==> config.mk <==
export PLATFORM = sky130hd
export DESIGN_NAME = dff_bank_init_controller
export DESIGN_NICKNAME = d
export VERILOG_FILES = /design/src/rtl/dff_bank_init_controller.sv
export SDC_FILE = /design/constraint.sdc
export NUM_CORES = 1
export LEC_CHECK = 0
export ABC_AREA = 1
export BUFFER_PORTS_ARGS = -buffer_cell sky130_fd_sc_hd__buf_4
export CORE_ASPECT_RATIO = 0.9
export CORE_UTILIZATION = 40
export DETAILED_ROUTE_END_ITERATION = 8
export SLEW_MARGIN = 20
export SYNTH_ARGS = -nofsm -noshare
export SYNTH_HDL_FRONTEND = slang
export SYNTH_SLANG_ARGS = --single-unit
==> constraint.sdc <==
create_clock -name c -period 4.15 [get_ports c]
set_input_delay 0.83 -clock c [delete_from_list [all_inputs] [get_ports c]]
set_output_delay 0.83 -clock c [all_outputs]
set_load 0.05 [all_outputs]
==> src/rtl/dff_bank_init_controller.sv <==
// dff_bank_init_controller: forces a masked pattern into a preset/clear DFF bank, then reads it back
// Ports: c clock; clear async active-high reset; start/pattern/mask request an operation;
//        q_fb bank Q readback; preset_n/clear_n active-low force lines; hold_clk gates the bank clock;
//        busy operation in progress; done one-cycle completion; error/mismatch sticky readback result.
module dff_bank_init_controller #(
    parameter int WIDTH         = 8,
    parameter int PULSE_CYCLES  = 2,
    parameter int SETTLE_CYCLES = 1
) (
    input  logic             c,
    input  logic             clear,
    input  logic             start,
    input  logic [WIDTH-1:0] pattern,
    input  logic [WIDTH-1:0] mask,
    input  logic [WIDTH-1:0] q_fb,
    output logic [WIDTH-1:0] preset_n,
    output logic [WIDTH-1:0] clear_n,
    output logic             hold_clk,
    output logic             busy,
    output logic             done,
    output logic             error,
    output logic [WIDTH-1:0] mismatch
);
    localparam logic [1:0] IDLE   = 2'd0;
    localparam logic [1:0] FORCE  = 2'd1;
    localparam logic [1:0] SETTLE = 2'd2;
    localparam logic [1:0] CHECK  = 2'd3;
    localparam int MAXC = (PULSE_CYCLES > SETTLE_CYCLES) ? PULSE_CYCLES : SETTLE_CYCLES;
    localparam int CW   = $clog2(MAXC + 1);
    localparam logic [CW-1:0] P_LD = CW'(PULSE_CYCLES - 1);
    localparam logic [CW-1:0] S_LD = CW'(SETTLE_CYCLES - 1);

    logic [1:0]       state_q, state_d;
    logic [CW-1:0]    cnt_q, cnt_d;
    logic [WIDTH-1:0] pat_q, pat_d, msk_q, msk_d;
    logic [WIDTH-1:0] pre_q, pre_d, clr_q, clr_d, mis_q, mis_d;
    logic             hold_q, hold_d, busy_q, busy_d, done_q, done_d, err_q, err_d;
    logic             accept, last;
    logic [WIDTH-1:0] chk;

    always_comb begin
        accept  = (state_q == IDLE) && start;
        last    = (cnt_q == '0);
        chk     = (q_fb ^ pat_q) & msk_q;
        pat_d   = accept ? pattern : pat_q;
        msk_d   = accept ? mask : msk_q;
        state_d = accept                       ? ((|mask) ? FORCE : IDLE) :
                  (state_q == FORCE  && last)  ? SETTLE :
                  (state_q == SETTLE && last)  ? CHECK  :
                  (state_q == CHECK)           ? IDLE   : state_q;
        // counter reloads on entry to each timed state, counts down inside it
        cnt_d   = accept                                     ? P_LD :
                  (state_q == FORCE && last)                 ? S_LD :
                  (state_q == FORCE || state_q == SETTLE)    ? cnt_q - CW'(1) : cnt_q;
        // lines are decided from the next state so they appear registered in the first FORCE cycle
        pre_d   = (state_d == FORCE) ? ~(msk_d & pat_d)  : '1;
        clr_d   = (state_d == FORCE) ? ~(msk_d & ~pat_d) : '1;
        hold_d  = (state_d != IDLE);
        busy_d  = (state_d != IDLE);
        done_d  = (accept && !(|mask)) || (state_q == CHECK);
        mis_d   = accept ? '0   : (state_q == CHECK) ? chk    : mis_q;
        err_d   = accept ? 1'b0 : (state_q == CHECK) ? |chk   : err_q;
    end

    always_ff @(posedge c or posedge clear) begin
        if (clear) begin
            state_q <= IDLE;
            cnt_q   <= '0;
            pat_q   <= '0;
            msk_q   <= '0;
            pre_q   <= '1;
            clr_q   <= '1;
            hold_q  <= 1'b0;
            busy_q  <= 1'b0;
            done_q  <= 1'b0;
            err_q   <= 1'b0;
            mis_q   <= '0;
        end else begin
            state_q <= state_d;
            cnt_q   <= cnt_d;
            pat_q   <= pat_d;
            msk_q   <= msk_d;
            pre_q   <= pre_d;
            clr_q   <= clr_d;
            hold_q  <= hold_d;
            busy_q  <= busy_d;
            done_q  <= done_d;
            err_q   <= err_d;
            mis_q   <= mis_d;
        end
    end

    assign preset_n = pre_q;
    assign clear_n  = clr_q;
    assign hold_clk = hold_q;
    assign busy     = busy_q;
    assign done     = done_q;
    assign error    = err_q;
    assign mismatch = mis_q;
endmodule

; After elaboration in Yosys (flattened, before gate mapping)
; Index checks and enable logic that the tools add are counted.
[word_totals]
elab_cells = 52
out_inout_bits = 28
input_bits = 27
ff_bits = 47
[op_classes]
n_reduce_logical = 14
n_mux = 16
n_eq_ne = 4
n_addsub = 1
n_bitwise = 7
[ops]
columns = cell, n
row1 = 8-bit 2-to-1 mux, 6
row2 = 8-bit bitwise AND, 3
row3 = 8-bit inverter, 3
row4 = 8-bit OR reduction, 2
row5 = 2-bit 2-to-1 mux, 7
row6 = 8-bit XOR, 1
row7 = 2-bit by 1-bit equality test with 1-bit output (second input constant), 2
row8 = 2-bit equality test (second input constant), 2
row9 = 1-bit logical AND, 4
row10 = 2-bit logical NOT, 2
row11 = 2-bit nonzero test, 2
row12 = 1-bit 2-to-1 mux, 3
row13 = 3-bit nonzero test, 1
row14 = 1-bit logical OR, 2
row15 = 2-bit by 1-bit subtractor with 2-bit output (second input constant), 1
row16 = 1-bit logical NOT, 1

; Logic depth before layout (Yosys ltp)
; Gate-level depths: netlist of the first run.
[logic_depth]
ltp_word = 7
ltp_mapped = 9
depth_no_buf = 8

; Worst setup path after synthesis of the first run
; OpenSTA, ideal clock, no wires.
[synth_path]
path_type = reg-to-output
from = register busy (netlist name)
to = output port hold_clk
arrival_time_ns = 0.886
stages_incl_launch_ff = 2
required_time_ns = 3.320
n_path_buf = 1
slack_ns = 2.434
path_cell_list = dfrtp_1 > buf_4
[synth_lines]
columns = element, line_no
row1 = "end, declared", 18  ; output logic hold_clk,

; Final worst setup path of the first run
[layout_path]
from = register state_q[0]
to = register busy_q (netlist: busy)
[layout_via]
elab_chain_len = 6
elab_cells_between_ends = 12
cone_classes = 3 x eq/ne / 4 x mux / 5 x reduce/logical
[layout_lines]
columns = element, line_no
row1 = "start, declared", 33  ; logic [1:0] state_q, state_d;
row2 = "start signal, assigned", 79  ; state_q <= state_d;
row3 = "2-bit equality test, on equally long branches", "50, 49"
row4 = 2-bit 2-to-1 mux / 1-bit logical AND (equally long branches), "50, 49"
row5 = 2-bit 2-to-1 mux, 49  ; (state_q == SETTLE && last) ? CHECK :
row6 = 2-bit 2-to-1 mux, 48  ; (state_q == FORCE && last) ? SETTLE :
row7 = 2-bit 2-to-1 mux *, 47  ; state_d = accept ? ((|mask) ? FORCE : IDLE) :
row8 = 2-bit nonzero test *, 59  ; busy_d = (state_d != IDLE);
row9 = via busy_d, 37  ; logic hold_q, hold_d, busy_q, busy_d, done_q, done_d, err_q, err_d;
row10 = "end signal, assigned", 86  ; busy_q <= busy_d;
row11 = "end, declared", 37
; Mark *: on every way through the listed nets, which the timed path passes. The rest lies on a longest branch.
; A chain may end at the register's enable or synchronous reset.

==> results.sh, run 1 <==
export IMPL_setup_violations=0
export IMPL_synth_compound_area_frac=0.0741
export IMPL_fillers=539
export IMPL_synthSimpleGateAreaFrac=0.219
export IMPL_use_met1=0.266
export IMPL_rsz0062_at_grt="no"
export IMPL_synth_ff_latch_count=47
export IMPL_syn_avg_cell_area_um2=8.96
export IMPL_synth_top_family_by_area="simple AND/OR/NAND/NOR gates"
export IMPL_finClkSkew_ns=0.00800
export IMPL_h_tree_depth=2
export IMPL_ys_warn_count=0
export IMPL_dp_cells=360
export IMPL_worstReg2RegEnd="busy"
export IMPL_cp_required_ns=4.32
export IMPL_cts_root_buf="clkbuf_8"
export IMPL_wl_um=4640
export IMPL_clock_path_buffers=2
export IMPL_drive_above_1_share=0.272
export IMPL_yosys_area_share_xor_xnor=0.00798
export IMPL_p_leak_nw=1.42
export IMPL_grt_max_degree=48
export IMPL_cpLargestDelayFamily="simple AND/OR/NAND/NOR gates"
export IMPL_utilization=0.513
export IMPL_grtUsageTotal=0.180
export IMPL_min_to="mismatch[7]"
export IMPL_synth_fp_nets=278
export IMPL_initial_core_util=0.418
export IMPL_numCtsBuffers=5
export IMPL_dp_hpwl_um=3350
export IMPL_cap_violations=0
export IMPL_dr_pass1_iters=4
export IMPL_synth_cells=245
export IMPL_rr_startpoint="state_q[0]"
export IMPL_synthMuxAreaShare=0
export IMPL_final_antenna_net_count=0
export IMPL_yosys_area_top_type="dfrtp_1"
export IMPL_cp_slowest_cell="nand4_2"
export IMPL_min_delay_start="mismatch[7]"
export IMPL_vias_per_cell=4.53
export IMPL_rows=25
export IMPL_final_cell_count_no_fill=368
export IMPL_drt_iter0_drc=109
export IMPL_wl_per_cell_um=12.6
export IMPL_multi_input_area_um2=736
export IMPL_crit_fanout=36
export IMPL_start_kind="register"
export IMPL_die_area_um2=5790
export IMPL_tightest_slew_ns=0.578
export IMPL_hold_violations=0
export IMPL_run_status="finished clean"
export IMPL_postCtsHoldBufs=0
export IMPL_register_area_um2=1200
export IMPL_coreArea_um2=5260
export IMPL_post_route_drc_count=0
export IMPL_gp_congestion=0.766
export IMPL_yosys_top_cells_area="dfrtp_1 (35%), dfstp_2 (19%), nand2_1 (9.1%)"
export IMPL_use_met3=0.0528
export IMPL_cp_common_cell="nand2_1"
export IMPL_reg2reg_depth=7
export IMPL_ir_drop_mv=0.346
export IMPL_yosysTopAreaCellShare=0.353
export IMPL_hold_depth=2
export IMPL_post_synth_instance_area_um2=2190
export IMPL_diodes=0
export IMPL_gr_max_usage_layer="met1"
export IMPL_finalInstanceArea_um2=2700
export IMPL_synth_cell_type_count=22
export IMPL_period_needed_ns=2.01
export IMPL_setup_tns_ns=0
export IMPL_antenna_found_initial=0
export IMPL_worstSetupPathType="register to register"
export IMPL_num_io_pins=55
export IMPL_area_growth_pct=22.9
export IMPL_ctsResizeCount=0
export IMPL_power_density_nw_per_um2=854
export IMPL_cts_num_sinks=47
export IMPL_nNetsFinal=333
export IMPL_crit_arrival_ns=2.18
export IMPL_cts_tree="yes"
export IMPL_critPathMaxStageDelay_ns=0.45
export IMPL_worstPathCellList="inv_1 -> ha_1 -> nand2_4 -> nor2_2 -> nand4_2 -> nand2_1 -> nand2_1"
export IMPL_die_h_um=72.3
export IMPL_port_buffers=54
export IMPL_relSlewSlack=0.615
export IMPL_post_cts_buffers=0
export IMPL_clock_latency_ns=0.30
export IMPL_place_area_um2=2620
export IMPL_rrSetupSlack_ns=2.14
export IMPL_fmax_mhz=497
export IMPL_grt_pass1_vias=1558
export IMPL_final_max_slew_viol_count=0
export IMPL_yosysSeqAreaShare=0.545
export IMPL_met2_usage=0.253
export IMPL_period_share=0.485
export IMPL_yosys_area_share_adder=0.0342
export IMPL_dr_total_vias=1666
export IMPL_holdWs_ns=0.488
export IMPL_crit_buf_inv=1
export IMPL_grt_pass1_wl_um=7480
export IMPL_fp_dieW_um=80.1
export IMPL_end_kind="register"
export IMPL_hold_class="register to register"
export IMPL_overflow=0
export IMPL_clkTransAtPathRegs_ns=0.08
## cell families (layout without fill, tap and decap cells)
| group | count (synthesis) | after routing |
|---|---|---|
| AND/OR/NAND/NOR | 105 | 105 |
| buffers and inverters | 57 | 113 |
| flip-flops | 47 | 47 |
| AO/OA/AOI/OAI | 28 | 28 |
| adder cells (fa/ha/maj) | 6 | 6 |
| XOR/XNOR | 2 | 2 |
## layout make-up
type | count | share of cell area
Inverter | 50 | 0.0696
Timing Repair Buffer | 55 | 0.153
Sequential cell | 47 | 0.444
Clock buffer | 8 | 0.0297
Multi-Input combinational cell | 141 | 0.273
Tap cell | 67 | 0.0311
## routing by layer
layer / vias up / wire [um]
met3: 5 / 226
met5: - / 0
li1: 874 / -
met1: 745 / 2390
met4: 0 / 64
met2: 42 / 1960
## worst min-delay path, delay by kind of cell, from the launching register on
| family | cells | cell delay, ns |
|---|---|---|
| flops | 1 | 0.35 |
| simple gates | 1 | 0.05 |
| compound gates | 1 | 0.06 |
## power breakdown
part / total (W) / leakage, nW / internal (W) / switching, W
clock network: 0.000260 / 0.0395 / 0.000120 / 0.000140
registers: 0.000802 / 0.538 / 0.000697 / 0.000105
logic: 0.00124 / 0.843 / 0.000371 / 0.000869
total: 0.00230 / 1.42 / 0.00119 / 0.00111
## state kept, by name, summed over array words and instances (netlist names)
name      flops
clear_n       8
preset_n      8
cnt_q         2
mismatch      8
error         1
busy          1
pat_q         8
state_q       2
done          1
msk_q         8
## metrics by stage
stage	total power (W)	worst slack, ns
6_report	0.00230	2.14
5_1_grt	0.00248	1.93
4_1_cts	0.00232	2.12
3_5_place_dp	0.00205	1.94
3_3_place_gp	0.00203	1.99
2_1_floorplan	0.00176	2.23
## synth_stat cells (all sizes together)
| cell type | n |
|---|---|
| nand2 | 54 |
| inv | 49 |
| dfrtp | 31 |
| o21ai | 27 |
| nor2 | 23 |
| nand4 | 17 |
| dfstp | 16 |
| nand3 | 8 |
| buf | 7 |
| ha | 6 |
| nor3 | 2 |
| a21oi | 1 |
| clkinv | 1 |
| nor3b | 1 |
| xnor2 | 1 |
| xor2 | 1 |
## layout by cell type, fill, tap and decap left out
| cell type | n |
|---|---|
| nor3b_4 | 1 |
| nand2_4 | 1 |
| xor2_1 | 1 |
| nand4_2 | 1 |
| nand4_1 | 16 |
| a21oi_1 | 1 |
| nor2_1 | 22 |
| o21ai_4 | 2 |
| nor2_2 | 1 |
| nand3_1 | 8 |
| clkinv_1 | 2 |
| nor3_1 | 2 |
| clkbuf_8 | 5 |
| dfrtp_1 | 31 |
| dfstp_2 | 16 |
| o21ai_1 | 8 |
| xnor2_1 | 1 |
| inv_1 | 48 |
| clkbuf_1 | 3 |
| ha_1 | 6 |
| o21ai_0 | 17 |
| nand2_1 | 53 |
| buf_4 | 55 |
## worst max-delay path by stage
stage | start | to | slack, ns | cells past startpoint
after global routing | state_q[0] | busy | 1.93 | 7
after global placement | start | busy | 1.99 | 6
after CTS | state_q[0] | busy | 2.12 | 7
final | state_q[0] | busy | 2.14 | 7
after detailed placement | start | busy | 1.94 | 6
after floorplan | clear | busy | 2.23 | 1
Power figures use the tool's default switching activity.
==> inputs of run 2 (changes only) <==
--- a/config.mk
+++ b/config.mk
@@ -10,6 +10,7 @@
 export CORE_ASPECT_RATIO = 0.9
 export CORE_UTILIZATION = 40
 export DETAILED_ROUTE_END_ITERATION = 8
+export PLACE_DENSITY = 0.65
 export SLEW_MARGIN = 20
 export SYNTH_ARGS = -nofsm -noshare
 export SYNTH_HDL_FRONTEND = slang
==> constraint.sdc (replaced) <==
create_clock -name c -period 1.8 [get_ports c]
set_input_delay 0.36 -clock c [delete_from_list [all_inputs] [get_ports c]]
set_output_delay 0.36 -clock c [all_outputs]
set_load 0.05 [all_outputs]
==> results.sh, run 2 (synthesis results as in run 1) <==
export IMPL_final_antenna_net_count=0
export IMPL_final_max_slew_viol_count=0
export IMPL_cp_slowest_cell="dfrtp_1"
export IMPL_grtUsageTotal=0.176
export IMPL_gp_congestion=0.836
export IMPL_crit_buf_inv=3
export IMPL_crit_arrival_ns=1.81
export IMPL_crit_fanout=16
export IMPL_final_common_cell="buf_4"
export IMPL_cp_required_ns=1.99
export IMPL_start_kind="register"
export IMPL_coreArea_um2=5260
export IMPL_relSlewSlack=0.705
export IMPL_wl_um=4580
export IMPL_initial_core_util=0.418
export IMPL_die_area_um2=5790
export IMPL_vias_per_cell=4.50
export IMPL_numCtsBuffers=5
export IMPL_area_growth_pct=29.6
export IMPL_run_status="finished clean"
export IMPL_worstSetupPathType="register to register"
export IMPL_finClkSkew_ns=0.00976
export IMPL_dr_pass1_iters=4
export IMPL_setup_tns_ns=0
export IMPL_holdWs_ns=0.0473
export IMPL_p_leak_nw=1.50
export IMPL_end_kind="register"
export IMPL_power_total_w=0.00569
export IMPL_wl_per_cell_um=12.1
export IMPL_rows=25
export IMPL_mostFrequentLayoutCells="buf_4 (62), nand2_1 (53), inv_1 (48)"
export IMPL_clock_latency_ns=0.30
export IMPL_ir_drop_mv=1.18
export IMPL_diodes=0
export IMPL_grt_max_degree=30
export IMPL_drt_iter0_drc=92
export IMPL_hold_class="input port to asynchronous set/reset pin"
export IMPL_hold_violations=0
export IMPL_cap_violations=0
export IMPL_die_h_um=72.3
export IMPL_dr_total_vias=1696
export IMPL_tightest_slew_ns=0.440
export IMPL_cp_common_cell="inv_1"
export IMPL_overflow=0
export IMPL_period_needed_ns=1.62
export IMPL_clock_path_buffers=2
export IMPL_setup_violations=0
export IMPL_grt_pass1_vias=1602
export IMPL_cts_tree="yes"
export IMPL_rr_startpoint="state_q[0]"
export IMPL_cts_root_buf="clkbuf_8"
export IMPL_cpLargestDelayFamily="simple AND/OR/NAND/NOR gates"
export IMPL_fmax_mhz=617
export IMPL_power_density_nw_per_um2=2000
export IMPL_nNetsFinal=342
export IMPL_fp_dieW_um=80.1
export IMPL_rsz0062_at_grt="no"
export IMPL_grt_pass1_wl_um=7490
export IMPL_post_route_drc_count=0
export IMPL_drive_above_1_share=0.306
export IMPL_critPathMaxStageDelay_ns=0.40
export IMPL_cts_num_sinks=47
export IMPL_port_buffers=54
export IMPL_worstPathCellList="inv_1 -> ha_1 -> nand2_4 -> buf_6 -> nand2_1 -> o21ai_1 -> inv_1 -> nor2_1 -> nand4_1"
export IMPL_postCtsHoldBufs=0
export IMPL_antenna_found_initial=0
export IMPL_cp_startpoint="state_q[0]"
export IMPL_num_io_pins=55
export IMPL_clkTransAtPathRegs_ns=0.09
export IMPL_h_tree_depth=2
export IMPL_fillers=486
export IMPL_dp_hpwl_um=3420
export IMPL_period_share=0.900
==> run 2: cell types whose count changed in the layout (fill, tap and decap cells not counted) <==
cell and delta:
buf_4 +7, clkbuf_1 -2, clkinvlp_4 +1, nand4_2 -1, buf_12 +1, inv_2 +1, nand4_4 +1, buf_6 +1
bufinv_16 +2, clkinv_1 -2
==> run 2: routing by layer <==
layer,routed length [um],global-route usage,vias up
li1,-,-,887
met1,2160,0.243,765
met2,2140,0.274,37
met3,183,0.0440,7
met4,85,0.0536,0
met5,0,0,-
==> run 2: where the power goes <==
part,internal (W),switching (W)
Combinational,0.000940,0.00201
Sequential,0.00161,0.000229
Clock,0.000555,0.000353
Total,0.00310,0.00259
==> run 2: area by class of cell <==
type / count / area [um^2] / area share
inverter: 50 / 191 / 0.0673
sequential: 47 / 1200 / 0.420
timing repair buffer: 64 / 497 / 0.175
tap: 67 / 83.8 / 0.0295
multi-input combinational: 141 / 744 / 0.262
clock buffer: 6 / 72.6 / 0.0255
clock inverter: 2 / 60.1 / 0.0211
==> run 2: worst paths after layout <==
path / endpoint / slack, ns / depth (start not counted)
max in group asynchronous: clear_n[0] / 1.18 / 3
min in group c: pat_q[7] / 0.31 / 3
worst min register to register: mismatch[1] / 0.49 / 2
worst min-delay path: mismatch[6] / 0.05 / 2
worst max register to register: clear_n[4] / 0.18 / 9
worst max-delay path: clear_n[4] / 0.18 / 9
==> run 2: what timing repair did <==
action,CTS,global route
resized for setup,0,3
endpoints found under the setup margin,0,17
setup buffers,0,3
==> run 2: per-stage QoR <==
stage	cells	cell area (um^2)	setup WS [ns]	utilization
detailed placement	366	2670	0.124	0.509
floorplan	245	2190	0.350	-
global placement	366	2670	0.170	0.509
finish	377	2850	0.179	0.541
global route	377	2850	0.00836	0.541
CTS	374	2810	0.108	0.534
